## src/rtl/ob_disp_pkg.sv

```systemverilog
// Shared constants and helpers for the seven-segment scan driver.
// Patterns are active-high {g,f,e,d,c,b,a}; seg_level maps them to pin polarity.
package ob_disp_pkg;

    localparam int DIGITS = 8;
    localparam int NIB_W  = 4;
    localparam int SEG_W  = 7;

    localparam logic [SEG_W-1:0] HEX7 [16] = '{
        7'h3F, 7'h06, 7'h5B, 7'h4F, 7'h66, 7'h6D, 7'h7D, 7'h07,
        7'h7F, 7'h6F, 7'h77, 7'h7C, 7'h39, 7'h5E, 7'h79, 7'h71
    };

    function automatic logic [SEG_W-1:0] seg_level(input logic [SEG_W-1:0] pattern,
                                                   input logic active_low);
        return active_low ? ~pattern : pattern;
    endfunction

endpackage

```

## src/rtl/ob_seg_scan_hex7seg.sv

```systemverilog
// Combinational nibble to active-high seven-segment pattern decoder.
module hex7seg
    import ob_disp_pkg::*;
(
    input  logic [NIB_W-1:0] nib,
    output logic [SEG_W-1:0] seg
);

    assign seg = HEX7[nib];

endmodule

```

## src/rtl/ob_seg_scan.sv

```systemverilog
// Time-multiplexed 8-digit hex display driver with frame snapshot, freeze,
// leading-zero blanking, inter-digit ghost blanking and a mode decimal point.
module ob_seg_scan
    import ob_disp_pkg::*;
#(
    parameter int SCAN_DIV   = 50000,
    parameter int BLANK_CYC  = 1000,
    parameter bit ACTIVE_LOW = 1'b1
) (
    input  logic                    clk,
    input  logic                    rst,
    input  logic [31:0]             data_i,
    input  logic [2:0]              mode_i,
    input  logic                    freeze_i,
    input  logic                    blank_lz_i,
    output logic [DIGITS-1:0]       an_o,
    output logic [SEG_W-1:0]        seg_o,
    output logic                    dp_o,
    output logic                    frame_o
);

    localparam int                CNT_W   = $clog2(SCAN_DIV);
    localparam logic [CNT_W-1:0]  CNT_MAX = CNT_W'(SCAN_DIV - 1);
    localparam logic [CNT_W-1:0]  CNT_BLK = CNT_W'(BLANK_CYC);
    localparam logic [DIGITS-1:0] AN_OFF  = ACTIVE_LOW ? '1 : '0;
    localparam logic [SEG_W-1:0]  SEG_OFF = ACTIVE_LOW ? '1 : '0;
    localparam logic              DP_OFF  = ACTIVE_LOW;

    logic [CNT_W-1:0]  cnt;
    logic [2:0]        idx;
    logic [31:0]       snap;

    logic              wrap;
    logic [CNT_W-1:0]  cnt_nxt;
    logic [2:0]        idx_nxt;
    logic [NIB_W-1:0]  nib;
    logic [31:0]       upper;
    logic              lit_digit;
    logic              ghost;
    logic [SEG_W-1:0]  seg_pat;
    logic [DIGITS-1:0] an_act;
    logic [SEG_W-1:0]  seg_act;
    logic              dp_act;

    assign wrap    = (cnt == CNT_MAX);
    assign cnt_nxt = wrap ? '0 : cnt + 1'b1;
    assign idx_nxt = wrap ? idx + 3'd1 : idx;

    // Digit 0 is exempt so an all-zero value still shows a single "0".
    assign nib       = snap[{idx, 2'b00} +: NIB_W];
    assign upper     = snap >> {idx, 2'b00};
    assign lit_digit = !(blank_lz_i && (idx != 3'd0) && (upper == 32'd0));
    assign ghost     = (cnt < CNT_BLK);

    hex7seg u_hex7seg (
        .nib (nib),
        .seg (seg_pat)
    );

    assign an_act  = (!ghost && lit_digit) ? (DIGITS'(1) << idx) : '0;
    assign seg_act = lit_digit ? seg_pat : '0;
    assign dp_act  = (mode_i == idx) && (an_act != '0);

    always_ff @(posedge clk) begin
        if (rst) begin
            cnt     <= '0;
            idx     <= '0;
            snap    <= '0;
            frame_o <= 1'b0;
            an_o    <= AN_OFF;
            seg_o   <= SEG_OFF;
            dp_o    <= DP_OFF;
        end else begin
            cnt     <= cnt_nxt;
            idx     <= idx_nxt;
            // The snapshot only changes at the last cycle of a frame, so a
            // frame is never torn and freeze acts at the same point.
            if (wrap && (idx == 3'd7) && !freeze_i)
                snap <= data_i;
            frame_o <= (idx_nxt == 3'd0) && (cnt_nxt == '0);
            an_o    <= ACTIVE_LOW ? ~an_act : an_act;
            seg_o   <= seg_level(seg_act, ACTIVE_LOW);
            dp_o    <= ACTIVE_LOW ? ~dp_act : dp_act;
        end
    end

endmodule

```

## config.mk

```make
export PLATFORM = sky130hd
export DESIGN_NAME = ob_seg_scan
export DESIGN_NICKNAME = d
export VERILOG_FILES = /design/src/rtl/ob_disp_pkg.sv /design/src/rtl/ob_seg_scan_hex7seg.sv /design/src/rtl/ob_seg_scan.sv
export SDC_FILE = /design/constraint.sdc
export NUM_CORES = 1
export LEC_CHECK = 0
export CELL_PAD_IN_SITES_DETAIL_PLACEMENT = 0
export CELL_PAD_IN_SITES_GLOBAL_PLACEMENT = 2
export CORE_MARGIN = 2
export CORE_UTILIZATION = 32
export CTS_CLUSTER_SIZE = 25
export DETAILED_ROUTE_END_ITERATION = 12
export GPL_ROUTABILITY_DRIVEN = 1
export PLACE_DENSITY = 0.85
export SYNTH_ARGS = -nofsm -noshare
export SYNTH_HDL_FRONTEND = slang
export SYNTH_HIERARCHICAL = 1
export SYNTH_SLANG_ARGS = --single-unit
```

## constraint.sdc

```tcl
create_clock -name clk -period 2.8 [get_ports clk]
set_clock_uncertainty 0.2 [all_clocks]
set_input_delay 0.28 -clock clk [delete_from_list [all_inputs] [get_ports clk]]
set_output_delay 0.28 -clock clk [all_outputs]
set_load 0.05 [all_outputs]
```

==> metrics.md <==
| Metric | Value |
|---|---|
| Initial DRC Count | 144 |
| Slew at the pin closest to its max-slew limit | 0.491 ns |
| GRT overflow | 0 |
| Metal3 WL | 396 um |
| Synth warnings | 6 |
| Final Max Slew Viols | 0 |
| Sw Pwr | 0.420 mW |
| Die W | 109 um |
| Fin crit share | 94.0% |
| Relative slew slack | 66.8% |
| Placed Area | 4300 um^2 |
| Synth Register Bits | 68 |
| Pre-antenna DRT Iters | 4 |
| RSZ-0062 raised after global routing | false |
| Root buf cell | clkbuf_8 |
| Mapped Cells | 409 |
| Post-CTS Setup Bufs | 0 |
| IO Count | 56 |
| Worst-path fanout max | 21 |
| Die Y | 109 um |
| PwrDens | 423 nW/um^2 |
| DPL Wire Length | 6580 um |
| Post-synth top flop | dfxtp_1 |
| Hold Startpoint | snap[3] |
| Reg2Reg Setup Slack | 0.17 ns |
| WP data required | 2.89 ns |
| Total GRT Usage | 15.9% |
| Uppermost layer routed | met4 |
| Mean Syn Cell Area | 8.69 um^2 |
| Area grow syn2layout | 26.2% |
| Initial Util | 32.8% |
| Crit Path Class | reg -> reg |
| CTS Hold Bufs | 0 |
| Final setup TNS | 0 ns |
| RD Place Congestion | 0.932 |
| Post-synth EDFFs | 0 |
| Clock Path Buffers | 2 |
| Core Area | 10,800 um^2 |
| Drt wl/cell | 14.2 um |
| Seq/Total Area, Yosys | 38.3% |
| Worst skew pair latency | 0.34 ns |
| Final WL | 8740 um |
| Maxcap violations | 0 |
| Global-route wire length before repair | 14,700 um |
| Port Buf Inserts | 55 |
| Hold Crit Depth | 2 |
| # setup viols final | 0 |
| Sw Ratio | 22.1% |
| Clk sinks | 68 |
| Crit Reg-Reg Startpoint | idx[0] |
| Final Hold Viols | 0 |
| CTS tree | yes |
| ANT nets after route | 0 |
| Int Pwr | 1.48 mW |
| Min Clock Period, post-route | 2.63 ns |
| Post-layout util | 41.4% |
| Status | finished, final reports clean |
| # H-tree levels | 3 |
| Post-route cell area | 4490 um^2 |
| Worst reg2reg endpoint | seg_o[3] |
| Largest net degree at the start of global routing | 44 |
| Logic pwr share | 6.9% |
| Cell area after synthesis | 3560 um^2 |
| Worst-path clk slew | 0.07 ns |
| Via density | 4.95 |
| Setup crit end kind | flip-flop |
| Lkg Pwr | 1.59 nW |
| Vias | 3,040 |
| Post-layout net count | 523 |
| Fraction of layout cells with a size suffix above 1 | 13.1% |
| Post-synth ARST share | 0% |
| Flop pwr share | 51.7% |
| CTS buffer count | 9 |
| HP Class | reg -> reg |
| M1 wire length | 4260 um |
| Syn_nets | 462 |
| Die area | 12,000 um^2 |
| Initial antenna violation count | 0 |
| Critical Path AT | 2.72 ns |
| Post_cts resized | 0 |
| Maximum vdd drop | 0.211 mV |
| Peak Freq | 380 MHz |
| Worst hold slack | 0.259 ns |
| Reg2Reg Depth | 8 |
| Clock Power Share | 41.4% |
| Num rows | 38 |
| Ant. Diodes | 0 |
| Met2 WL | 3880 um |
| Fill count | 1,117 |
| Library cells used by synthesis | 60 |
| Hold endpoint | snap[3] |
| CP Launch Type | flip-flop |
| # DRC | 0 |
| Vias in the first global route | 2,948 |
## Yosys cell counts, types with 2 or more instances
library cell | instances | share of area [%]
clkbuf_1 | 12 | 1.3
nand3b_1 | 2 | 0.42
xnor2_1 | 9 | 2.2
nand3_1 | 10 | 1.4
a21oi_1 | 39 | 5.5
nand2_1 | 87 | 9.2
ha_1 | 14 | 4.9
xor2_1 | 8 | 2.0
dfxtp_1 | 68 | 38
a211o_2 | 3 | 0.84
mux4_2 | 8 | 5.1
buf_6 | 3 | 0.95
nand4_1 | 3 | 0.53
or4_1 | 6 | 1.3
nor2_1 | 35 | 3.7
nor4_1 | 8 | 1.4
or2_2 | 2 | 0.35
nor2b_1 | 3 | 0.53
mux2_2 | 6 | 1.9
a31oi_1 | 3 | 0.53
nor4b_1 | 4 | 0.99
nor3_2 | 2 | 0.56
buf_2 | 3 | 0.42
o21ai_0 | 5 | 0.70
and3_2 | 2 | 0.42
nor3_1 | 8 | 1.1
a211oi_1 | 4 | 0.84
inv_1 | 9 | 0.95
buf_4 | 4 | 0.84
nor3b_1 | 4 | 0.84
mux2i_1 | 5 | 1.4
or2b_1 | 2 | 0.42
## metal layers
metal | global-route usage [%] | up-vias
li1 | - | 1559
met5 | 0 | -
met2 | 24.3 | 78
met4 | 7.14 | 0
met1 | 21.7 | 1388
met3 | 3.02 | 15
## cell type report
cell class | instances | area [um^2] | share of cell area, %
Inverter | 10 | 37.5 | 0.836
Sequential cell | 68 | 1360 | 30.4
Clock inverter | 2 | 35.0 | 0.780
Tap cell | 140 | 175 | 3.90
Multi-Input combinational cell | 309 | 2040 | 45.4
Clock buffer | 13 | 149 | 3.32
Timing Repair Buffer | 72 | 691 | 15.4
## worst max-delay path by stage
stage / startpoint / endpoint / slack, ns / cells after the start
after global routing: cnt[14] / snap[21] / 0.002 / 7
final: idx[0] / seg_o[3] / 0.17 / 8
after detailed placement: idx[0] / seg_o[3] / 0.11 / 8
after CTS: idx[0] / an_o[3] / 0.09 / 7
after floorplan: idx[1] / frame_o / 0.28 / 7
after global placement: idx[0] / seg_o[3] / 0.17 / 8
## layout by cell type, fill, tap and decap left out, drive strengths merged, types with 11 or more instances in the layout
cell	n
nand2	87
dfxtp	68
clkdlybuf4s50	55
nor2	35
clkbuf	13
ha	14
a21oi	39
nand3	11
nor3	11
buf	17
## power groups by stage
stage | registers [mW] | logic [mW] | clock network [mW]
2_1_floorplan | 1.03 | 0.0349 | 0
3_3_place_gp | 1.00 | 0.131 | 0
3_5_place_dp | 1.00 | 0.131 | 0
4_1_cts | 0.982 | 0.132 | 0.810
5_1_grt | 0.983 | 0.142 | 0.857
6_report | 0.982 | 0.131 | 0.786
## critical path, stage by stage, from the launching register on
cell	delay [ns]
dfxtp_2	0.38
buf_12	0.18
mux4_2	0.51
mux2_2	0.34
inv_1	0.14
ha_1	0.24
inv_1	0.05
mux4_1	0.47
nand2_1	0.06
## registers in the layout (all words and copies together) (netlist names)
register / count
snap: 32
cnt: 16
an_o: 8
seg_o: 7
idx: 3
dp_o: 1
frame_o: 1
## metrics by stage
step / setup slack (ns) / total power, mW / instances
3_5_place_dp: 0.105 / 1.14 / 599
2_1_floorplan: 0.280 / 1.06 / 409
3_3_place_gp: 0.167 / 1.14 / 599
6_report: 0.167 / 1.90 / 614
5_1_grt: 0.00215 / 1.98 / 614
4_1_cts: 0.0863 / 1.92 / 614
## logic make-up (layout without fill, tap and decap cells)
family                   Yosys count  in the layout  synth area share (%)
XOR/XNOR                          17             17                  4.19
buffers and inverters             32             97                  4.54
AND/OR/NAND/NOR                  189            189                  26.5
multiplexers                      20             20                  9.11
flip-flops                        68             68                  38.3
adder cells (fa/ha/maj)           14             14                  4.93
AO/OA/AOI/OAI                     69             69                  12.5
Note: power is estimated with default switching activity, not from simulation.
